<file path="config.mk">
export PLATFORM = sky130hd
export DESIGN_NAME = payment_controller_flat
export DESIGN_NICKNAME = d
export VERILOG_FILES = /design/src/rtl/payment_controller_if.sv /design/src/rtl/payment_controller.sv /design/src/flat_wrapper.sv
export SDC_FILE = /design/constraint.sdc
export NUM_CORES = 1
export LEC_CHECK = 0
export CAP_MARGIN = 20
export CELL_PAD_IN_SITES_DETAIL_PLACEMENT = 0
export CELL_PAD_IN_SITES_GLOBAL_PLACEMENT = 2
export CORE_MARGIN = 4
export CORE_UTILIZATION = 38
export DETAILED_ROUTE_END_ITERATION = 16
export HOLD_SLACK_MARGIN = 0.1
export PLACE_DENSITY = 0.79
export SLEW_MARGIN = 5
export SYNTH_ARGS = -nofsm -noshare
export SYNTH_HDL_FRONTEND = slang
export SYNTH_SLANG_ARGS = --single-unit
</file>
<file path="constraint.sdc">
create_clock -name clock -period 3.3 [get_ports clock]
set_input_delay 0.99 -clock clock [delete_from_list [all_inputs] [get_ports clock]]
set_output_delay 0.99 -clock clock [all_outputs]
set_load 0.02 [all_outputs]
</file>
<file path="src/rtl/payment_controller_if.sv">
// Coin/selection inputs and vend/change outputs of the payment stage.
interface payment_controller_if;
  logic       coin1;
  logic       coin2;
  logic       cancel;
  logic [3:0] P;
  logic       EN;
  logic       z_1;
  logic       z2;
  logic [2:0] V;
  logic [3:0] credit;
  logic       busy;

  modport master (
    output coin1, coin2, cancel, P,
    input  EN, z_1, z2, V, credit, busy
  );

  modport slave (
    input  coin1, coin2, cancel, P,
    output EN, z_1, z2, V, credit, busy
  );
endinterface

</file>
<file path="src/rtl/payment_controller.sv">
// Vending payment stage: coin debounce, credit, vend release, serial change and hold timers.
// Refund button support is compiled in when PAYMENT_CANCEL_EN is defined.
module payment_controller #(
  parameter int         DEB_CYCLES  = 4,
  parameter int         DISP_CYCLES = 8,
  parameter int         CHG_CYCLES  = 4,
  parameter logic [3:0] PRICE0      = 4'd2,
  parameter logic [3:0] PRICE1      = 4'd3,
  parameter logic [3:0] PRICE2      = 4'd4,
  parameter logic [3:0] PRICE3      = 4'd5
) (
  input logic                  clock,
  input logic                  reset,
  payment_controller_if.slave  bus
);
`ifdef PAYMENT_CANCEL_EN
  localparam int NDEB = 3;
`else
  localparam int NDEB = 2;
`endif
  localparam int DEB_W  = $clog2(DEB_CYCLES + 1);
  localparam int DISP_W = $clog2(DISP_CYCLES + 1);
  localparam int CHG_W  = $clog2(CHG_CYCLES + 1);

  typedef enum logic [2:0] {
    IDLE     = 3'd0,
    COLLECT  = 3'd1,
    VEND     = 3'd2,
    CHANGE   = 3'd3,
    CHG_WAIT = 3'd4,
    HOLD     = 3'd5
  } state_t;

  function automatic logic [3:0] price_of(input logic [3:0] p);
    case (p)
      4'b0001: price_of = PRICE0;
      4'b0010: price_of = PRICE1;
      4'b0100: price_of = PRICE2;
      4'b1000: price_of = PRICE3;
      default: price_of = 4'd0;
    endcase
  endfunction

  function automatic logic is_onehot(input logic [3:0] p);
    is_onehot = (p != 4'd0) && ((p & (p - 4'd1)) == 4'd0);
  endfunction

  state_t             state_r, next_state_s;
  logic [NDEB-1:0]    raw_s, sync1_r, sync2_r, stable_r, pulse_r;
  logic [DEB_W-1:0]   cnt_r [NDEB];
  logic [3:0]         credit_r, remainder_r, price_r, price_s, rem_src_s, credit_sat_s;
  logic [4:0]         credit_sum_s;
  logic [DISP_W-1:0]  disp_cnt_r;
  logic [CHG_W-1:0]   chg_cnt_r;
  logic               en_r, z1_r, z2_r, busy_r, disp_done_r, cancel_mode_r;
  logic [2:0]         v_r;
  logic               valid_s, open_s, vend_go_s, cancel_go_s, cancel_p_s;

`ifdef PAYMENT_CANCEL_EN
  assign raw_s      = {bus.cancel, bus.coin2, bus.coin1};
  assign cancel_p_s = pulse_r[2];
`else
  logic unused_cancel_s;
  assign unused_cancel_s = bus.cancel;
  assign raw_s           = {bus.coin2, bus.coin1};
  assign cancel_p_s      = 1'b0;
`endif

  // Synchronize each raw contact, then accept a new level only after DEB_CYCLES equal samples.
  always_ff @(posedge clock or negedge reset) begin
    if (!reset) begin
      sync1_r  <= '0;
      sync2_r  <= '0;
      stable_r <= '0;
      pulse_r  <= '0;
      for (int i = 0; i < NDEB; i++) cnt_r[i] <= '0;
    end else begin
      sync1_r <= raw_s;
      sync2_r <= sync1_r;
      for (int i = 0; i < NDEB; i++) begin
        pulse_r[i] <= 1'b0;
        if (sync2_r[i] == stable_r[i]) begin
          cnt_r[i] <= '0;
        end else if (cnt_r[i] == DEB_W'(DEB_CYCLES - 1)) begin
          cnt_r[i]    <= '0;
          stable_r[i] <= sync2_r[i];
          pulse_r[i]  <= sync2_r[i];
        end else begin
          cnt_r[i] <= cnt_r[i] + 1'b1;
        end
      end
    end
  end

  assign price_s      = price_of(bus.P);
  assign valid_s      = is_onehot(bus.P);
  assign open_s       = (state_r == IDLE) || (state_r == COLLECT);
  assign vend_go_s    = (state_r == COLLECT) && valid_s && (credit_r >= price_s);
  assign cancel_go_s  = open_s && cancel_p_s && (credit_r != 4'd0) && !vend_go_s;
  assign credit_sum_s = {1'b0, credit_r} + {4'd0, pulse_r[0]} + {3'd0, pulse_r[1], 1'b0};
  assign credit_sat_s = credit_sum_s[4] ? 4'd15 : credit_sum_s[3:0];

  // Amount still owed at the moment a change code is about to be issued.
  always_comb begin
    rem_src_s = credit_r;
    if (state_r == VEND) begin
      rem_src_s = credit_r - price_r;
    end else if (state_r == CHG_WAIT) begin
      rem_src_s = remainder_r;
    end else begin
      rem_src_s = credit_r;
    end
  end

  // Next-state decode.
  always_comb begin
    next_state_s = state_r;
    case (state_r)
      IDLE: begin
        if (cancel_go_s)  next_state_s = CHANGE;
        else if (valid_s) next_state_s = COLLECT;
        else              next_state_s = IDLE;
      end
      COLLECT: begin
        if (vend_go_s)        next_state_s = VEND;
        else if (cancel_go_s) next_state_s = CHANGE;
        else if (!valid_s)    next_state_s = IDLE;
        else                  next_state_s = COLLECT;
      end
      VEND: begin
        if (credit_r > price_r) next_state_s = CHANGE;
        else                    next_state_s = HOLD;
      end
      CHANGE: next_state_s = CHG_WAIT;
      CHG_WAIT: begin
        if (!z2_r)                     next_state_s = CHG_WAIT;
        else if (remainder_r != 4'd0)  next_state_s = CHANGE;
        else if (cancel_mode_r)        next_state_s = IDLE;
        else                           next_state_s = HOLD;
      end
      HOLD: begin
        if (disp_done_r || z1_r) next_state_s = IDLE;
        else                     next_state_s = HOLD;
      end
      default: next_state_s = IDLE;
    endcase
  end

  // State register, credit and status flags.
  always_ff @(posedge clock or negedge reset) begin
    if (!reset) begin
      state_r       <= IDLE;
      credit_r      <= 4'd0;
      price_r       <= 4'd0;
      busy_r        <= 1'b0;
      disp_done_r   <= 1'b0;
      cancel_mode_r <= 1'b0;
    end else begin
      state_r <= next_state_s;
      busy_r  <= !open_s;
      if ((state_r == VEND) || cancel_go_s) begin
        credit_r <= 4'd0;
      end else if (open_s) begin
        credit_r <= credit_sat_s;
      end
      if (vend_go_s) price_r <= price_s;
      if ((next_state_s == IDLE) && (state_r != IDLE)) disp_done_r <= 1'b0;
      else if (z1_r)                                   disp_done_r <= 1'b1;
      if (cancel_go_s)                                 cancel_mode_r <= 1'b1;
      else if (next_state_s == IDLE)                   cancel_mode_r <= 1'b0;
    end
  end

  // Pulse outputs, change codes and the two hold timers.
  always_ff @(posedge clock or negedge reset) begin
    if (!reset) begin
      en_r        <= 1'b0;
      z1_r        <= 1'b0;
      z2_r        <= 1'b0;
      v_r         <= 3'b000;
      remainder_r <= 4'd0;
      disp_cnt_r  <= '0;
      chg_cnt_r   <= '0;
    end else begin
      en_r <= 1'b0;
      z1_r <= 1'b0;
      z2_r <= 1'b0;
      v_r  <= 3'b000;
      if (vend_go_s) begin
        en_r       <= 1'b1;
        disp_cnt_r <= DISP_W'(DISP_CYCLES);
      end else if (disp_cnt_r != '0) begin
        disp_cnt_r <= disp_cnt_r - 1'b1;
        z1_r       <= (disp_cnt_r == DISP_W'(1));
      end
      if (next_state_s == CHANGE) begin
        chg_cnt_r <= CHG_W'(CHG_CYCLES);
        if (rem_src_s >= 4'd2) begin
          v_r         <= 3'b010;
          remainder_r <= rem_src_s - 4'd2;
        end else begin
          v_r         <= 3'b001;
          remainder_r <= rem_src_s - 4'd1;
        end
      end else if (chg_cnt_r != '0) begin
        chg_cnt_r <= chg_cnt_r - 1'b1;
        z2_r      <= (chg_cnt_r == CHG_W'(1));
      end
    end
  end

  assign bus.EN     = en_r;
  assign bus.z_1    = z1_r;
  assign bus.z2     = z2_r;
  assign bus.V      = v_r;
  assign bus.credit = credit_r;
  assign bus.busy   = busy_r;
endmodule

</file>
<file path="src/flat_wrapper.sv">
// flat-port wrapper written by rule: the top's interface ports become plain ports
module payment_controller_flat 
#(
  parameter int         DEB_CYCLES  = 4,
  parameter int         DISP_CYCLES = 8,
  parameter int         CHG_CYCLES  = 4,
  parameter logic [3:0] PRICE0      = 4'd2,
  parameter logic [3:0] PRICE1      = 4'd3,
  parameter logic [3:0] PRICE2      = 4'd4,
  parameter logic [3:0] PRICE3      = 4'd5
)
  (clock, reset, bus_coin1, bus_coin2, bus_cancel, bus_P, bus_EN, bus_z_1, bus_z2, bus_V, bus_credit, bus_busy);
  payment_controller_if bus_i ();
  input logic clock;
  input logic reset;
  input wire logic [$bits(bus_i.coin1)-1:0] bus_coin1;
  input wire logic [$bits(bus_i.coin2)-1:0] bus_coin2;
  input wire logic [$bits(bus_i.cancel)-1:0] bus_cancel;
  input wire logic [$bits(bus_i.P)-1:0] bus_P;
  output wire logic [$bits(bus_i.EN)-1:0] bus_EN;
  output wire logic [$bits(bus_i.z_1)-1:0] bus_z_1;
  output wire logic [$bits(bus_i.z2)-1:0] bus_z2;
  output wire logic [$bits(bus_i.V)-1:0] bus_V;
  output wire logic [$bits(bus_i.credit)-1:0] bus_credit;
  output wire logic [$bits(bus_i.busy)-1:0] bus_busy;
  assign bus_i.coin1 = bus_coin1;
  assign bus_i.coin2 = bus_coin2;
  assign bus_i.cancel = bus_cancel;
  assign bus_i.P = bus_P;
  assign bus_EN = bus_i.EN;
  assign bus_z_1 = bus_i.z_1;
  assign bus_z2 = bus_i.z2;
  assign bus_V = bus_i.V;
  assign bus_credit = bus_i.credit;
  assign bus_busy = bus_i.busy;
  payment_controller #(.DEB_CYCLES(DEB_CYCLES), .DISP_CYCLES(DISP_CYCLES), .CHG_CYCLES(CHG_CYCLES), .PRICE0(PRICE0), .PRICE1(PRICE1), .PRICE2(PRICE2), .PRICE3(PRICE3)) u_core (.clock(clock), .reset(reset), .bus(bus_i));
endmodule
</file>
==> impl_results.md <==
- Post-synthesis adder-cell area fraction: 0.117
- Sink Count: 42
- Average footprint of a synthesized cell: 10.5 um2
- Worst Path Required: 3.51 ns
- Crit Path Max Fanout: 8
- H-Tree Depth: 2
- Core Area: 6350 um2
- Die area: 7890 um2
- Number of global-route vias before repair: 1664
- Post-CTS Hold Buffers: 0
- Hold Path Class: register to register
- WS Path Type: input pin to register
- Max clock buf depth: 2
- # placed instances: 327
- Clk_skew: 0.00756 ns
- Slowest-stage cell, CP: clkdlybuf4s50_1
- Peak supply drop: 359 uV
- Status: finished clean
- Yosys top cell by area: dfrtp_1
- I/O pin count: 20
- YS warnings: 0
- Post-route cell area: 2810 um2
- Num CTS Buffers: 5
- Post-synthesis xor/xnor area fraction: 0.0318
- Post-synth top area share: 0.423
- Via count: 1736
- DR WL/cell: 13.9 um
- Commonest non-fill, non-tap cell in the layout: dfrtp_1
- Unrepaired setup endpoints after global routing: false
- Most crowded layer after global routing: met2
- Die height: 88.8 um
- Pwr Density: 814 nW/um2
- DRC: 0
- Final period util: 0.900
- Post-CTS Setup Inserts: 0
- Synthesis-stage register bit count: 42
- IO Port Bufs: 17
- Vias per cell: 5.18
- Commonest non-fill, non-tap cells in the layout: 42 x dfrtp_1, 20 x inv_1, 20 x ha_1
- Slew HR: 0.376
- Startpoint Class: input pin
- Area grow syn2layout: 13.2%
- Met2 Usage GRT: 0.205
- Global-route wire length before repair: 8110 um
- Post-synthesis sequential area ratio: 0.423
- Routability cong.: 0.755
- Final TNS setup: 0 ns
- Largest net degree at the start of global routing: 43
- Root buf cell: clkbuf_8
- Yosys cell types: 62
- Starting Density: 0.391
- Initial antenna violation count: 0
- WP data arrival: 3.18 ns
- WP buf/inv: 2
- ANT cells: 0
- DP Area: 2730 um2
- CTS tree: yes
- Share of flip-flops with an asynchronous set or reset: 1.00
- Crit-path leading delay family: buffers and inverters
- Area fraction in compound gates after synthesis: 0.179
- Top cells by area, synth: dfrtp_1 42%, ha_1 10%, inv_1 3.0%
- Finished Layout Cells: 335
- Pins over their slew limit: 0
- Die Width: 88.8 um
- Post-DP HPWL: 3490 um
- FMAX: 337 MHz
- Total Wirelength: 4660 um
- Hold Fails Final Rpt: 0
- DR pass1 iterations: 4
- Row cnt: 29
- Grt met3 use: 0.0363
- Syn Nets: 267
- Slew @ Worst Pin: 0.936 ns
- Clock slew at reported path FFs: 0.07 ns
- CP cell instances: clkdlybuf4s50_1 > xnor2_1 > nor3_1 > ha_1 > nand2b_1 > a21oi_1 > nor2b_1 > o311ai_4 > buf_4 > mux2i_1
- Gr usage total: 0.135
- DRT iter0 DRCs: 56
- Predominant post-synthesis flop cell: dfrtp_1
- Post-CTS Resized: 0
- Skew-Pair Late Insertion Delay: 0.29 ns
- Mapped cell area: 2480 um2
- Slowest stage delay, CP: 0.47 ns
- Number of flops mapped to enable cells by yosys: 0
- Global-route met1 utilization: 0.189
- Grt ovf: 0
- Layout cell share with drive strength beyond 1: 0.0930
- Largest family of logic cells by synthesized area: compound AO/OA/AOI/OAI gates
- Mapped Cells: 236
- Post-synthesis mux area share: 0.0388
- Antenna Nets Post-Route: 0
- Leak pwr: 1.26 nW
- Final min period: 2.97 ns
- Simple-Gate Fraction of Synth Area: 0.154
- Final setup violation count: 0
- Net count reported at finish: 289
- Final core occ: 0.443
- Critical Path End Type: register
- Max_cap viols: 0
[registers in the layout, summed over array words and instances (netlist names)]
signal              cells
u_core.bus.EN           1
u_core.bus.V            2
u_core.bus.busy         1
u_core.bus.credit       4
u_core.bus.z2           1
u_core.bus.z_1          1
u_core.chg_cnt_r        3
u_core.cnt_r            6
u_core.disp_cnt_r       4
u_core.disp_done_r      1
u_core.price_r          3
u_core.pulse_r          2
u_core.remainder_r      4
u_core.stable_r         2
u_core.state_r          3
u_core.sync1_r          2
u_core.sync2_r          2
[cells by family (layout without fill, tap and decap cells)]
logic type,count (synthesis),after routing
flip-flops,42,42
adder cells (fa/ha/maj),22,22
buffers and inverters,29,51
AND/OR/NAND/NOR,70,70
multiplexers,9,9
AO/OA/AOI/OAI,54,54
other,1,1
XOR/XNOR,9,9
[power by group]
group / leakage, nW / internal, W / switching, W
combinational: 0.687 / 0.000532 / 0.000597
clock: 0.0383 / 0.000146 / 0.000162
sequential: 0.539 / 0.000678 / 0.000172
total: 1.26 / 0.00136 / 0.000931
[worst paths after layout]
kind / start / endpoint / slack [ns] / cells after the start
hold reg to reg: u_core.sync1_r[1] / u_core.sync2_r[1] / 0.35 / 0
setup / recovery: bus_P[3] / u_core.price_r[2] / 0.33 / 10
hold / removal: u_core.sync1_r[1] / u_core.sync2_r[1] / 0.35 / 0
setup reg to reg: u_core.bus.credit[0] / u_core.remainder_r[3] / 0.62 / 11
min in group asynchronous: reset / u_core.cnt_r[4] / 0.84 / 1
max in group asynchronous: reset / u_core.chg_cnt_r[1] / 1.87 / 1
[metrics by stage]
stage | power [W] | hold WS [ns] | setup slack (ns)
2_1_floorplan | 0.00172 | 0.331 | 0.617
3_3_place_gp | 0.00199 | 0.332 | 0.0312
3_5_place_dp | 0.00200 | 0.337 | 0.00191
4_1_cts | 0.00232 | 0.354 | 0.308
5_1_grt | 0.00252 | 0.363 | 0.105
6_report | 0.00229 | 0.352 | 0.329
[worst reg2reg max path: cells and delay by family (launching register included)]
family	cells	cell delay (ns)
adder cells (fa/ha/maj)	3	0.82
AO/OA/AOI/OAI	4	0.55
flip-flops	1	0.44
AND/OR/NAND/NOR	1	0.33
XOR/XNOR	1	0.25
buffers and inverters	2	0.23
[synthesized netlist by cell type, drive strengths merged, types with 2 or more instances]
cell type and instances:
dfrtp 42, ha 20, inv 20, nor2 16, nand2 14, a21oi 11, buf 7, o21ai 7
nor2b 6, xnor2 6, mux2 5, nand2b 5, nor3b 5, mux2i 4, nor3 4, o211ai 4
and2 3, o22ai 3, o311ai 3, xor2 3, a21o 2, a31oi 2, and3b 2, clkbuf 2
fa 2, nand3 2, nand3b 2, o2111ai 2, o211a 2, o21bai 2, o31ai 2, o32a 2
o32ai 2, or2 2, or3 2
[area by class of cell]
cell class              count  area (um2)
fillers                   622        3540
multi-input cells         165        1300
flip-flops and latches     42        1050
repair buffers             24         215
well taps                  77        96.3
clock buffers               7        76.3
inverters                  20        75.1
[per-layer routing]
metal	wire length (um)	up-vias
li1	-	883
met2	2050	23
met4	69	0
met1	2380	825
met5	0	-
met3	162	5
(Power assumes the default switching activity.)
==> RTL edit, RTL diff (same settings) <==
`DISP_CYCLES` is set to 8 in 2 places; all go to 16.
--- a/src/rtl/payment_controller.sv
+++ b/src/rtl/payment_controller.sv
@@ -2,7 +2,7 @@
 // Refund button support is compiled in when PAYMENT_CANCEL_EN is defined.
 module payment_controller #(
   parameter int         DEB_CYCLES  = 4,
-  parameter int         DISP_CYCLES = 8,
+  parameter int         DISP_CYCLES = 16,
   parameter int         CHG_CYCLES  = 4,
   parameter logic [3:0] PRICE0      = 4'd2,
   parameter logic [3:0] PRICE1      = 4'd3,
--- a/src/flat_wrapper.sv
+++ b/src/flat_wrapper.sv
@@ -2,7 +2,7 @@
 module payment_controller_flat 
 #(
   parameter int         DEB_CYCLES  = 4,
-  parameter int         DISP_CYCLES = 8,
+  parameter int         DISP_CYCLES = 16,
   parameter int         CHG_CYCLES  = 4,
   parameter logic [3:0] PRICE0      = 4'd2,
   parameter logic [3:0] PRICE1      = 4'd3,
Function: same outputs for any inputs over 10 cycles, from zero or initial values and one cycle with reset low; that may be too few to reach the edited logic, so the function may still have changed.
==> RTL edit against the unedited design <==
- setup slack got worse by 0.065 ns
- worst hold slack gained 0.0021 ns
- area after synthesis rose by 0.40%
- clock skew down 0.0015 ns
- wire length increased by 7.5%
- cell area rose by 1.6%
- utilization is 0.69 points higher
- die area up 0.36%
- sequential cell count is 1 higher
- largest cell class unchanged
- highest routed layer unchanged
Power is not compared: it rests on default switching activity, and its combinational part moved more than twofold at a synthesized area within 25%.
==> RTL edit: results (changes against the unedited design) <==
top flop regs=u_core.cnt_r x6, u_core.disp_cnt_r x5; Worst VDD drop=0.195 mV; outcome=finished, final reports clean; critical path's top delay family=simple AND/OR/NAND/NOR gates; non-filler cells, final=337 (+0.60%); CP peak stage delay=0.52 ns (+0.05 ns); Tot GR Track Use=0.144 (+0.00890); clock skew=0.00602 ns (-0.00153 ns); Distinct cells, synth=61 (-1.6%); Hold Path Origin=u_core.sync1_r[1]; max cap viols=0 (unchanged); Hold Path End=u_core.sync2_r[1]; Post-CTS Setup Bufs=0 (unchanged); TritonCTS Buffers=5 (unchanged); R2R Path End=u_core.remainder_r[2]; Top FF cell, synth=dfrtp_1; pin count of the biggest net entering global routing=44 (+2.3%); Slew HR=0.401 (+0.0248); antenna violations before repair=0 (unchanged); first-pass GRT wire length=8.77 mm (+8.1%); Post-Route WL=5.01 mm (+7.5%); Layout Nets=290 (+0.35%); asr flop ratio synth=1.00 (unchanged); fraction of layout cells with a size suffix above 1=0.115 (+0.0224); setup slack, reg-to-reg=0.58 ns (-0.04 ns); worst reg2reg path depth=9 (-2); Post-Syn Area per Cell=10.5 µm² (-0.44%); register area share after synthesis=0.432 (+0.00834); via count=1,773 (+2.1%); Root Buffer=clkbuf_8; CP arrival=3.23 ns (+0.05 ns); Initial DRC Count=61 (+8.9%); clk_lat worst skew=0.31 ns (+0.02 ns); placed cell count=328 (+0.31%); Crit-path slowest cell=clkdlybuf4s50_1; IO Port Bufs=17 (unchanged); post-synthesis net count=269 (+0.75%); top cells by area, synth=dfrtp_1 (43%), ha_1 (10%), nor2_1 (2.7%); DP HPWL=3.66 mm (+4.9%); n_diodes=0 (unchanged); Hold-fix buffers, CTS=0 (unchanged); CP Max Fanout=7 (-1); clock slew at reported path FFs=0.09 ns (+0.02 ns); CTS max path bufs=2 (unchanged); synth cell count leaders=dfrtp_1 (43), ha_1 (20), nor2_1 (18), nand2_1 (17), inv_1 (16); H-tree Lvls=2 (unchanged); Cells on Worst Hold Path=0 (unchanged); WHS=0.354 ns (+0.00207 ns); Post-DP Area=2740 µm² (+0.37%); RD Place Congestion=0.761 (+0.76%); Pleak=1.21 nW; Yosys warnings=0 (unchanged)
[RTL edit: worst max path at each step]
stage | start | end | slack, ns | cells past startpoint
final | bus_P[1] | u_core.price_r[0] | 0.26 | 8
after global routing | bus_P[1] | u_core.price_r[0] | 0.04 | 8
after global placement | bus_P[3] | u_core.price_r[0] | -0.05 | 8
after CTS | bus_P[1] | u_core.price_r[0] | 0.25 | 8
after detailed placement | bus_P[1] | u_core.price_r[0] | -0.09 | 8
after floorplan | bus_P[0] | u_core.disp_cnt_r[4] | 0.59 | 7
[RTL edit: power breakdown]
part	switching [mW]	internal [mW]	total, mW	leakage (nW)
sequential	0.0201	0.562	0.583	0.562
clock	0.209	0.156	0.365	0.0491
combinational	0.0493	0.0588	0.108	0.601
total	0.279	0.777	1.06	1.21
[RTL edit: area by class of cell]
| type | count | area (µm²) |
|---|---|---|
| Fill cell | 614 | 3500 |
| Clock inverter | 3 | 26.3 |
| Sequential cell | 43 | 1080 |
| Timing Repair Buffer | 24 | 230 |
| Multi-Input combinational cell | 169 | 1300 |
| Clock buffer | 5 | 68.8 |
| Tap cell | 77 | 96.3 |
| Inverter | 16 | 60.1 |
[RTL edit: cell families (layout without fill, tap and decap cells)]
group | count (synthesis) | after routing | synth area share
compound gates | 51 | 51 | 0.165
other cells | 1 | 1 | 0.00150
simple gates | 78 | 78 | 0.172
mux | 7 | 7 | 0.0301
flops | 43 | 43 | 0.432
fa+ha+maj | 22 | 22 | 0.116
buf+inv | 26 | 48 | 0.0482
xor+xnor | 10 | 10 | 0.0351
[RTL edit: per-stage QoR]
step	setup TNS, ns	worst slack [ns]
after CTS	0	0.253
final	0	0.264
after global placement	-0.0739	-0.0453
after detailed placement	-0.166	-0.0890
after global routing	0	0.0420
after floorplan	0	0.594
[RTL edit: worst register-to-register path, cell delays in order (launching register included)]
cell and delay [ns]:
dfrtp_1 0.49, inv_1 0.15, ha_1 0.17, inv_1 0.05, fa_1 0.42, a21o_1 0.19
a21oi_1 0.29, o32ai_1 0.27, and2_1 0.25, a221o_1 0.32
[RTL edit: metal layers]
layer | global-route usage | vias up | part of all wire
met1 | 0.194 | 856 | 0.48
met4 | 0.0487 | 0 | 0.017
met5 | 0 | - | 0
met2 | 0.230 | 18 | 0.47
met3 | 0.0323 | 10 | 0.032
li1 | - | 889 | -
